===== config.mk =====
export PLATFORM = sky130hd
export DESIGN_NAME = puf_challenge_verifier_flat
export DESIGN_NICKNAME = d
export VERILOG_FILES = /design/src/rtl/puf_challenge_verifier_if.sv /design/src/rtl/puf_challenge_verifier.sv /design/src/flat_wrapper.sv
export SDC_FILE = /design/constraint.sdc
export NUM_CORES = 1
export LEC_CHECK = 0
export ABC_AREA = 1
export CELL_PAD_IN_SITES_DETAIL_PLACEMENT = 0
export CELL_PAD_IN_SITES_GLOBAL_PLACEMENT = 1
export CORE_ASPECT_RATIO = 0.7
export CORE_MARGIN = 5
export CORE_UTILIZATION = 35
export CTS_CLUSTER_SIZE = 16
export DETAILED_ROUTE_END_ITERATION = 16
export HOLD_SLACK_MARGIN = 0.02
export PLACE_DENSITY_LB_ADDON = 0.1
export SYNTH_ARGS = -nofsm -noshare
export SYNTH_HDL_FRONTEND = slang
export SYNTH_SLANG_ARGS = --single-unit

===== constraint.sdc =====
create_clock -name clk -period 4.1 [get_ports clk]
set_input_delay 1.23 -clock clk [delete_from_list [all_inputs] [get_ports clk]]
set_output_delay 1.23 -clock clk [all_outputs]
set_load 0.05 [all_outputs]

===== src/rtl/puf_challenge_verifier_if.sv =====
// puf_challenge_verifier_if: run control, PUF pins and enrolled-response stream of the verifier
// slave modport (verifier side):
//   in : start, abort, seed, puf_resp, exp_valid, exp_resp
//   out: puf_chal, puf_en, puf_clr, exp_ready, busy, done, pass,
//        last_resp, last_hd, mismatch_cnt, hd_total
// master modport (controller/environment side): same signals, opposite directions.
interface puf_challenge_verifier_if #(
  parameter int CHAL_W = 5,
  parameter int RESP_W = 8
);
  logic              start;
  logic              abort;
  logic [CHAL_W-1:0] seed;
  logic [CHAL_W-1:0] puf_chal;
  logic              puf_en;
  logic              puf_clr;
  logic [RESP_W-1:0] puf_resp;
  logic              exp_valid;
  logic [RESP_W-1:0] exp_resp;
  logic              exp_ready;
  logic              busy;
  logic              done;
  logic              pass;
  logic [RESP_W-1:0] last_resp;
  logic [3:0]        last_hd;
  logic [CHAL_W:0]   mismatch_cnt;
  logic [11:0]       hd_total;
  modport slave (
    input  start, abort, seed, puf_resp, exp_valid, exp_resp,
    output puf_chal, puf_en, puf_clr, exp_ready, busy, done, pass,
           last_resp, last_hd, mismatch_cnt, hd_total
  );
  modport master (
    output start, abort, seed, puf_resp, exp_valid, exp_resp,
    input  puf_chal, puf_en, puf_clr, exp_ready, busy, done, pass,
           last_resp, last_hd, mismatch_cnt, hd_total
  );
endinterface


===== src/rtl/puf_challenge_verifier.sv =====
// puf_challenge_verifier: drives RO-PUF challenges and scores captured responses against an enrolled stream
// Ports:
//   clk   system clock
//   rst_n synchronous reset, active-high (name inherited from the top level)
//   bus   slave side of puf_challenge_verifier_if: run control (start/abort/seed),
//         PUF pins (puf_chal/puf_en/puf_clr/puf_resp), enrolled stream
//         (exp_valid/exp_resp/exp_ready) and results (busy/done/pass/last_resp/
//         last_hd/mismatch_cnt/hd_total)
module puf_challenge_verifier #(
  parameter int CHAL_W     = 5,
  parameter int RESP_W     = 8,
  parameter int NUM_CHAL   = 16,
  parameter int SETTLE_CYC = 4,
  parameter int MEAS_CYC   = 256,
  parameter int SYNC_CYC   = 3,
  parameter int MAX_HD     = 2
) (
  input logic clk,
  input logic rst_n,
  puf_challenge_verifier_if.slave bus
);
  typedef enum logic [3:0] {
    IDLE, CLEAR, SETTLE, MEASURE, WAIT_SYNC, WAIT_EXP, COMPARE, NEXT, DONE
  } state_t;
  localparam int IW = CHAL_W + 1;
  localparam logic [15:0]   SETTLE_LAST = 16'(SETTLE_CYC - 1);
  localparam logic [15:0]   MEAS_LAST   = 16'(MEAS_CYC - 1);
  localparam logic [15:0]   SYNC_LAST   = 16'(SYNC_CYC - 1);
  localparam logic [IW-1:0] IDX_LAST    = IW'(NUM_CHAL - 1);
  localparam logic [3:0]    HD_MAX      = 4'(MAX_HD);
  state_t            state;
  logic [15:0]       cnt;
  logic [IW-1:0]     idx;
  logic [RESP_W-1:0] exp_q;
  logic [3:0]        hd;
  logic [12:0]       sum;
  always_comb begin
    hd = '0;
    for (int i = 0; i < RESP_W; i++) hd = hd + 4'(bus.last_resp[i] ^ exp_q[i]);
    sum = {1'b0, bus.hd_total} + 13'(hd);
  end
  always_ff @(posedge clk) begin
    if (rst_n) begin
      state            <= IDLE;
      cnt              <= '0;
      idx              <= '0;
      exp_q            <= '0;
      bus.puf_en       <= 1'b0;
      bus.puf_clr      <= 1'b1;
      bus.puf_chal     <= '0;
      bus.exp_ready    <= 1'b0;
      bus.busy         <= 1'b0;
      bus.done         <= 1'b0;
      bus.pass         <= 1'b0;
      bus.last_resp    <= '0;
      bus.last_hd      <= '0;
      bus.mismatch_cnt <= '0;
      bus.hd_total     <= '0;
    end else if (bus.abort && bus.busy) begin
      // results so far stay visible; a pending enrolled beat is left unconsumed
      state         <= IDLE;
      bus.puf_en    <= 1'b0;
      bus.puf_clr   <= 1'b1;
      bus.exp_ready <= 1'b0;
      bus.busy      <= 1'b0;
      bus.done      <= 1'b0;
    end else begin
      case (state)
        IDLE, DONE: if (bus.start) begin
          state            <= CLEAR;
          idx              <= '0;
          bus.puf_chal     <= bus.seed;
          bus.puf_clr      <= 1'b1;
          bus.busy         <= 1'b1;
          bus.done         <= 1'b0;
          bus.pass         <= 1'b0;
          bus.last_resp    <= '0;
          bus.last_hd      <= '0;
          bus.mismatch_cnt <= '0;
          bus.hd_total     <= '0;
        end
        CLEAR: begin
          state       <= SETTLE_CYC == 0 ? MEASURE : SETTLE;
          cnt         <= '0;
          bus.puf_clr <= 1'b0;
          bus.puf_en  <= SETTLE_CYC == 0;
        end
        SETTLE: if (cnt == SETTLE_LAST) begin
          state      <= MEASURE;
          cnt        <= '0;
          bus.puf_en <= 1'b1;
        end else cnt <= cnt + 1'b1;
        MEASURE: if (cnt == MEAS_LAST) begin
          state      <= WAIT_SYNC;
          cnt        <= '0;
          bus.puf_en <= 1'b0;
        end else cnt <= cnt + 1'b1;
        // puf_resp lives in the PUF clock domain; it is only sampled once the
        // oscillators have been stopped for SYNC_CYC cycles and the count is static
        WAIT_SYNC: if (cnt == SYNC_LAST) begin
          state         <= WAIT_EXP;
          bus.last_resp <= bus.puf_resp;
          bus.exp_ready <= 1'b1;
        end else cnt <= cnt + 1'b1;
        WAIT_EXP: if (bus.exp_valid && bus.exp_ready) begin
          state         <= COMPARE;
          exp_q         <= bus.exp_resp;
          bus.exp_ready <= 1'b0;
        end
        COMPARE: begin
          state        <= NEXT;
          bus.last_hd  <= hd;
          bus.hd_total <= sum[12] ? '1 : sum[11:0];
          if (hd > HD_MAX) bus.mismatch_cnt <= bus.mismatch_cnt + 1'b1;
        end
        NEXT: begin
          idx         <= idx + 1'b1;
          bus.puf_clr <= 1'b1;
          if (idx == IDX_LAST) begin
            state    <= DONE;
            bus.done <= 1'b1;
            bus.busy <= 1'b0;
            bus.pass <= bus.mismatch_cnt == '0;
          end else begin
            state        <= CLEAR;
            bus.puf_chal <= bus.puf_chal + 1'b1;
          end
        end
        default: state <= IDLE;
      endcase
    end
  end
endmodule

===== src/flat_wrapper.sv =====
// flat-port wrapper written by rule: the top's interface ports become plain ports
module puf_challenge_verifier_flat 
#(
  parameter int CHAL_W     = 5,
  parameter int RESP_W     = 8,
  parameter int NUM_CHAL   = 16,
  parameter int SETTLE_CYC = 4,
  parameter int MEAS_CYC   = 256,
  parameter int SYNC_CYC   = 3,
  parameter int MAX_HD     = 2
)
  (clk, rst_n, bus_start, bus_abort, bus_seed, bus_puf_resp, bus_exp_valid, bus_exp_resp, bus_puf_chal, bus_puf_en, bus_puf_clr, bus_exp_ready, bus_busy, bus_done, bus_pass, bus_last_resp, bus_last_hd, bus_mismatch_cnt, bus_hd_total);
  puf_challenge_verifier_if #(.CHAL_W(CHAL_W), .RESP_W(RESP_W)) bus_i ();
  input logic clk;
  input logic rst_n;
  input wire logic [$bits(bus_i.start)-1:0] bus_start;
  input wire logic [$bits(bus_i.abort)-1:0] bus_abort;
  input wire logic [$bits(bus_i.seed)-1:0] bus_seed;
  input wire logic [$bits(bus_i.puf_resp)-1:0] bus_puf_resp;
  input wire logic [$bits(bus_i.exp_valid)-1:0] bus_exp_valid;
  input wire logic [$bits(bus_i.exp_resp)-1:0] bus_exp_resp;
  output wire logic [$bits(bus_i.puf_chal)-1:0] bus_puf_chal;
  output wire logic [$bits(bus_i.puf_en)-1:0] bus_puf_en;
  output wire logic [$bits(bus_i.puf_clr)-1:0] bus_puf_clr;
  output wire logic [$bits(bus_i.exp_ready)-1:0] bus_exp_ready;
  output wire logic [$bits(bus_i.busy)-1:0] bus_busy;
  output wire logic [$bits(bus_i.done)-1:0] bus_done;
  output wire logic [$bits(bus_i.pass)-1:0] bus_pass;
  output wire logic [$bits(bus_i.last_resp)-1:0] bus_last_resp;
  output wire logic [$bits(bus_i.last_hd)-1:0] bus_last_hd;
  output wire logic [$bits(bus_i.mismatch_cnt)-1:0] bus_mismatch_cnt;
  output wire logic [$bits(bus_i.hd_total)-1:0] bus_hd_total;
  assign bus_i.start = bus_start;
  assign bus_i.abort = bus_abort;
  assign bus_i.seed = bus_seed;
  assign bus_i.puf_resp = bus_puf_resp;
  assign bus_i.exp_valid = bus_exp_valid;
  assign bus_i.exp_resp = bus_exp_resp;
  assign bus_puf_chal = bus_i.puf_chal;
  assign bus_puf_en = bus_i.puf_en;
  assign bus_puf_clr = bus_i.puf_clr;
  assign bus_exp_ready = bus_i.exp_ready;
  assign bus_busy = bus_i.busy;
  assign bus_done = bus_i.done;
  assign bus_pass = bus_i.pass;
  assign bus_last_resp = bus_i.last_resp;
  assign bus_last_hd = bus_i.last_hd;
  assign bus_mismatch_cnt = bus_i.mismatch_cnt;
  assign bus_hd_total = bus_i.hd_total;
  puf_challenge_verifier #(.CHAL_W(CHAL_W), .RESP_W(RESP_W), .NUM_CHAL(NUM_CHAL), .SETTLE_CYC(SETTLE_CYC), .MEAS_CYC(MEAS_CYC), .SYNC_CYC(SYNC_CYC), .MAX_HD(MAX_HD)) u_core (.clk(clk), .rst_n(rst_n), .bus(bus_i));
endmodule

; Word-level counts from Yosys, hierarchy flattened
; Cells that the tools add are included.
[word_totals]
reg_bits = 75
out_inout_bits = 41
wordCells = 125
[classes]
n_addsub = 12
n_lt_le_gt_ge = 1
n_eq_ne = 21
mux = 41
bitwise = 9
n_reduce_logical = 26
[ops]
columns = cell, n
row1 = 16-bit case mux with 4 select lines, 1
row2 = 16-bit 2-to-1 mux, 3
row3 = 16-bit by 2-bit equality test with 1-bit output (second input constant), 2
row4 = 4-bit case mux with 8 select lines, 1
row5 = 4-bit adder, 7
row6 = 4-bit 2-to-1 mux, 7
row7 = 12-bit 2-to-1 mux, 2
row8 = 12-bit case mux with 2 select lines, 1
row9 = 6-bit case mux with 2 select lines, 2
row10 = 3-bit AND reduction, 7
row11 = 16-bit by 1-bit adder with 16-bit output (second input constant), 1
row12 = 16-bit by 8-bit equality test with 1-bit output (second input constant), 1
row13 = 4-bit by 3-bit equality test with 1-bit output (second input constant), 4
row14 = 8-bit 2-to-1 mux, 2
row15 = 8-bit case mux with 2 select lines, 1
row16 = 4-bit AND reduction, 4
row17 = 12-bit by 4-bit adder with 13-bit output, 1
row18 = 6-bit by 1-bit adder with 6-bit output (second input constant), 2
row19 = 6-bit 2-to-1 mux, 2
row20 = 2-bit by 1-bit != test with 1-bit output (second input constant), 6
row21 = 5-bit 2-to-1 mux, 2
row22 = 5-bit case mux with 2 select lines, 1
row23 = 1-bit 2-to-1 mux, 9
row24 = 4-bit by 2-bit equality test with 1-bit output (second input constant), 2
row25 = other kinds (20), 39

; Longest topological paths before layout
[depth]
depth_word = 11
depth_mapped = 21
mapped_depth_nobuf = 21

; Least setup slack after synthesis
; Ideal clock, no wire load.
[synth_timing]
kind = register to register
start = register u_core.bus.last_resp[0] (netlist bit)
end = register u_core.bus.hd_total[8] (netlist bit)
setup_ps = 122
t_arrival_ps = 4356
required_ps = 3978
path_slack_ps = -378
stages_incl_launch_ff = 20
synth_period_minus_slack_ps = 4478
path_cell_list = dfxtp_1 > xnor2_1 > fa_1 > inv_1 > fa_1 > inv_1 > fa_1 > inv_1 > ha_1 > inv_1 > fa_1 > fa_1 > inv_1 > nand3_1 > nand2_1 > nand2_1 > nor2_1 > nand2_1 > o21ai_0 > a21oi_1
[synth_via]
elab_chain_len = 11
[synth_rtl]
columns = item, line_no
row1 = start: declaration, puf_challenge_verifier_if.sv:31  ; last_resp, last_hd, mismatch_cnt, hd_total
row2 = start signal: assignment, puf_challenge_verifier.sv:102  ; bus.last_resp <= bus.puf_resp;
row3 = 1-bit bitwise XOR, puf_challenge_verifier.sv:39  ; for (int i = 0; i < RESP_W; i++) hd = hd + 4'(bus.last_resp[i] ^ exp_q[i]);
row4 = 4-bit adder (7 in a row), puf_challenge_verifier.sv:39
row5 = 12-bit by 4-bit adder with 13-bit output, puf_challenge_verifier.sv:40  ; sum = {1'b0, bus.hd_total} + 13'(hd);
row6 = 12-bit 2-to-1 mux, puf_challenge_verifier.sv:113  ; bus.hd_total <= sum[12] ? '1 : sum[11:0];
row7 = 12-bit case mux with 2 select lines, puf_challenge_verifier.sv:68  ; case (state)
row8 = end signal: assignment, puf_challenge_verifier.sv:113
row9 = end: declaration, puf_challenge_verifier_if.sv:31
; No other way between the ends.
; A chain may end at the register's enable or synchronous reset.

; Final worst setup path
[layout_timing]
start = register u_core.bus.last_resp[1] (netlist bit)
end = register u_core.bus.hd_total[5] (netlist bit)
; Same word-level chain as after synthesis.

==> results.json <==
{
  "outcome": "completed",
  "worstSetupStartpointType": "register",
  "synth.avg_cell_area_um2": 6.63,
  "detail-route-antenna-nets": 0,
  "critPathMaxStageDelay_ns": 0.54,
  "synth.ff_latch_count": 75,
  "timing.reg2reg.setup_slack_ns": 0.02,
  "cp.depth": 20,
  "power.ir.vdd_worst_v": 0.000293,
  "chipHeight_um": 105,
  "switching_share_of_total_power": 0.423,
  "path_max_fanout": 4,
  "final_cycle_utilization_of_the_critical_path": 0.996,
  "netlist_instances": 679,
  "cp_data_arrival_time_ns": 4.35,
  "num-nets-final": 807,
  "placedInstanceArea_mm2": 0.00541,
  "setup_viol": 0,
  "synthToLayoutAreaGrowth_pct": 29.7,
  "clock_path_buffers": 2,
  "hold_viol": 0,
  "powerDensity_mw_per_mm2": 555,
  "fmaxAchievable_ghz": 0.245,
  "core_area_mm2": 0.0125,
  "synth_most_common_cell": "sky130_fd_sc_hd__nand2_1",
  "first_pass_grt_wire_length_mm": 21.2,
  "synthesis.nets": 724,
  "numPortBuffers": 66,
  "top_delay_family_on_crit_path": "adder cells",
  "number_of_drc_violations_after_detailed_routing_iteration_0": 218,
  "synth_top_flop_cell": "sky130_fd_sc_hd__dfxtp_1",
  "cts.sink_count": 75,
  "synthesis.area_mm2": 0.00450,
  "final_layout_size_suffix_gt1_frac": 0.121,
  "tritoncts.num_buffers": 9,
  "internal_power_component_uw": 1870,
  "detail_route.wirelength_mm": 12.7,
  "rsz_0062_raised_after_global_routing": "true",
  "gr_usage_total": 0.167,
  "cts_htree_levels": 3,
  "synthTopCellsByArea": "sky130_fd_sc_hd__dfxtp_1 33%, sky130_fd_sc_hd__nand2_1 15%, sky130_fd_sc_hd__nor2_1 8.3%, sky130_fd_sc_hd__inv_1 5.9%, sky130_fd_sc_hd__o21ai_0 5.2%",
  "length_of_the_first_detailed_routing_pass_in_iterations": 5,
  "combinationalPowerShare": 0.455,
  "synthDominantAreaCellType": "sky130_fd_sc_hd__dfxtp_1",
  "skew_ns": 0.00761,
  "detailroute.via_count": 4518,
  "grt_start_max_net_pins": 35,
  "gpl.final_weighted_congestion": 0.912,
  "post-synth-top-area-fraction": 0.333,
  "worstMarginPinSlew_ns": 0.808,
  "synth-edff-count": 0,
  "crit_path_end_kind": "register",
  "slew_headroom": 0.461,
  "async_flop_share": 0,
  "synth_common_cells": "184 x sky130_fd_sc_hd__nand2_1, 100 x sky130_fd_sc_hd__nor2_1, 75 x sky130_fd_sc_hd__dfxtp_1",
  "core.rowCount": 34,
  "timing.setup.tns_ns": 0,
  "yosysWarningCount": 0,
  "clock_insertion_delay_worst_skew_ns": 0.33,
  "place.detailed.hpwl_mm": 9.47,
  "crit_path_frequent_cell": "sky130_fd_sc_hd__inv_1",
  "final_design_area_no_fill_mm2": 0.00584,
  "fp.dieArea_mm2": 0.0153,
  "grt_pass1_vias": 4211,
  "criticalPathCategory": "reg -> reg",
  "post-route-drc-count": 0,
  "min_delay_worst_endpoint": "u_core.bus.last_hd[1]",
  "fin_crit_ns": 4.08,
  "insertedDiodeCount": 0,
  "starting_density_of_the_core": 0.360,
  "static-leakage-power_uw": 0.00238,
  "hold_buffers": 0,
  "crit-reg2reg-launch": "u_core.bus.last_resp[1]",
  "chipWidth_um": 146,
  "drt-wirelength-per-cell_um": 13.7,
  "critical_path.n_buffers_inverters": 6,
  "worst_setup_hold_path_clk_slew_ns": 0.06,
  "timing_max_transition_violations_final": 0,
  "min_path_type": "reg -> reg",
  "cts_root_buf": "sky130_fd_sc_hd__clkbuf_16",
  "synth.lib_cells_used.distinct": 39,
  "boundaryPins": 67,
  "power_frac_clock": 0.264,
  "grt_antenna_before_repair": 0,
  "cp_data_required_time_ns": 4.37,
  "tritoncts_clock_tree": "done",
  "gr-total-overflow": 0,
  "critical_path.reg2reg.endpoint": "u_core.bus.hd_total[5]",
  "reg2reg_depth": 20,
  "seqPwrFrac": 0.281,
  "timing.critical_path.cells": "xnor2_2 -> fa_1 -> inv_1 -> fa_1 -> inv_2 -> fa_1 -> inv_1 -> ha_2 -> inv_2 -> fa_2 -> inv_1 -> ha_4 -> nand3_1 -> nand3_2 -> nand2_1 -> nand2_2 -> inv_1 -> o21ai_0 -> nand2_1 -> a21oi_1",
  "power_switching_uw": 1370,
  "drv.max_cap_violation_count": 0,
  "crit_slowest_cell": "sky130_fd_sc_hd__fa_1",
  "seq_area_frac_synth": 0.333,
  "detail_routed_via_count_per_cell": 4.86,
  "min_from": "u_core.bus.last_hd[1]",
  "hold-path-cell-count": 2
}
-- sequential cells by signal, summed over array words and instances (netlist names) --
signal / cells
u_core.bus.busy: 1
u_core.idx: 6
u_core.state: 4
u_core.bus.puf_clr: 1
u_core.exp_q: 8
u_core.bus.exp_ready: 1
u_core.bus.pass: 1
u_core.cnt: 16
u_core.bus.puf_en: 1
u_core.bus.done: 1
u_core.bus.last_hd: 4
u_core.bus.mismatch_cnt: 6
u_core.bus.last_resp: 8
u_core.bus.hd_total: 12
u_core.bus.puf_chal: 5
-- worst max path at each step --
stage | start | end | slack, ns
after global placement | u_core.bus.last_resp[0] | u_core.bus.hd_total[6] | -0.11
after floorplan | u_core.bus.last_resp[0] | u_core.bus.hd_total[8] | 0.01
after global routing | u_core.bus.last_resp[1] | u_core.bus.hd_total[6] | -0.19
after CTS | u_core.bus.last_resp[1] | u_core.bus.hd_total[7] | 0.0009
final | u_core.bus.last_resp[1] | u_core.bus.hd_total[5] | 0.02
after detailed placement | u_core.bus.last_resp[0] | u_core.bus.hd_total[9] | -0.21
-- cell families after synthesis --
family	Yosys count	synth area share
buffers and inverters	94	0.0908
AND/OR/NAND/NOR	370	0.353
flip-flops	75	0.333
adder cells (fa/ha/maj)	19	0.0611
AO/OA/AOI/OAI	102	0.124
XOR/XNOR	19	0.0369
-- routing by layer --
layer | GRT usage | routed length [um] | up-vias | part of all wire
met5 | 0 | 0 | - | 0
met4 | 0.0379 | 125 | 0 | 0.0098
met3 | 0.0402 | 716 | 10 | 0.056
met2 | 0.235 | 5190 | 126 | 0.41
met1 | 0.255 | 6690 | 2037 | 0.53
li1 | - | - | 2345 | -
-- cell type report --
class / instances / area (um^2)
Clock buffer: 10 / 229
Clock inverter: 6 / 90.1
Fill cell: 1307 / 6660
Inverter: 79 / 299
Multi-Input combinational cell: 510 / 2690
Sequential cell: 75 / 1510
Tap cell: 162 / 203
Timing Repair Buffer: 87 / 822
-- metrics by stage --
stage | instances | hold WS [ns] | utilization | total power, uW | worst slack (ns)
2_1_floorplan | 679 | 0.462 | - | 1950 | 0.0132
5_1_grt | 929 | 0.499 | 0.467 | 3490 | -0.193
4_1_cts | 927 | 0.466 | 0.463 | 3260 | 0.000872
3_3_place_gp | 907 | 0.452 | 0.432 | 2350 | -0.112
6_report | 929 | 0.465 | 0.467 | 3250 | 0.0182
3_5_place_dp | 907 | 0.456 | 0.432 | 2350 | -0.214
-- cells in the final DEF (no fill, tap or decap), drive strengths merged --
cell and instances:
ha 14, dfxtp 75, xnor2 10, o21ai 53, nor4 1, xor2 9
buf 21, clkdlybuf4s50 66, nand3 47, o211ai 1, clkinv 5, a31oi 1
inv 77, clkbuf 10, a21boi 1, nand2 192, or2 2, o21bai 1
o32ai 1, nand4 12, bufinv 2, a21oi 44, nor2 109, clkinvlp 1
fa 5, nor3b 1, nor3 6
-- timing repair --
action,CTS,global route
gates resized for setup,10,13
setup buffers,4,2
pin swaps,10,7
endpoints found under the setup margin,13,18
-- tightest hold or removal path: stages, from the launching register on --
cell and delay [ns]:
sky130_fd_sc_hd__dfxtp_1 0.31, sky130_fd_sc_hd__nand2_1 0.06, sky130_fd_sc_hd__a21oi_1 0.05
-- power groups by stage --
stage | combinational (uW) | sequential (uW) | clock, uW
global route | 1650 | 926 | 917
CTS | 1450 | 913 | 889
detailed placement | 1430 | 927 | 0
global placement | 1430 | 923 | 0
floorplan | 843 | 1100 | 0
finish | 1480 | 913 | 857
Note: power is estimated with default switching activity, not from simulation.
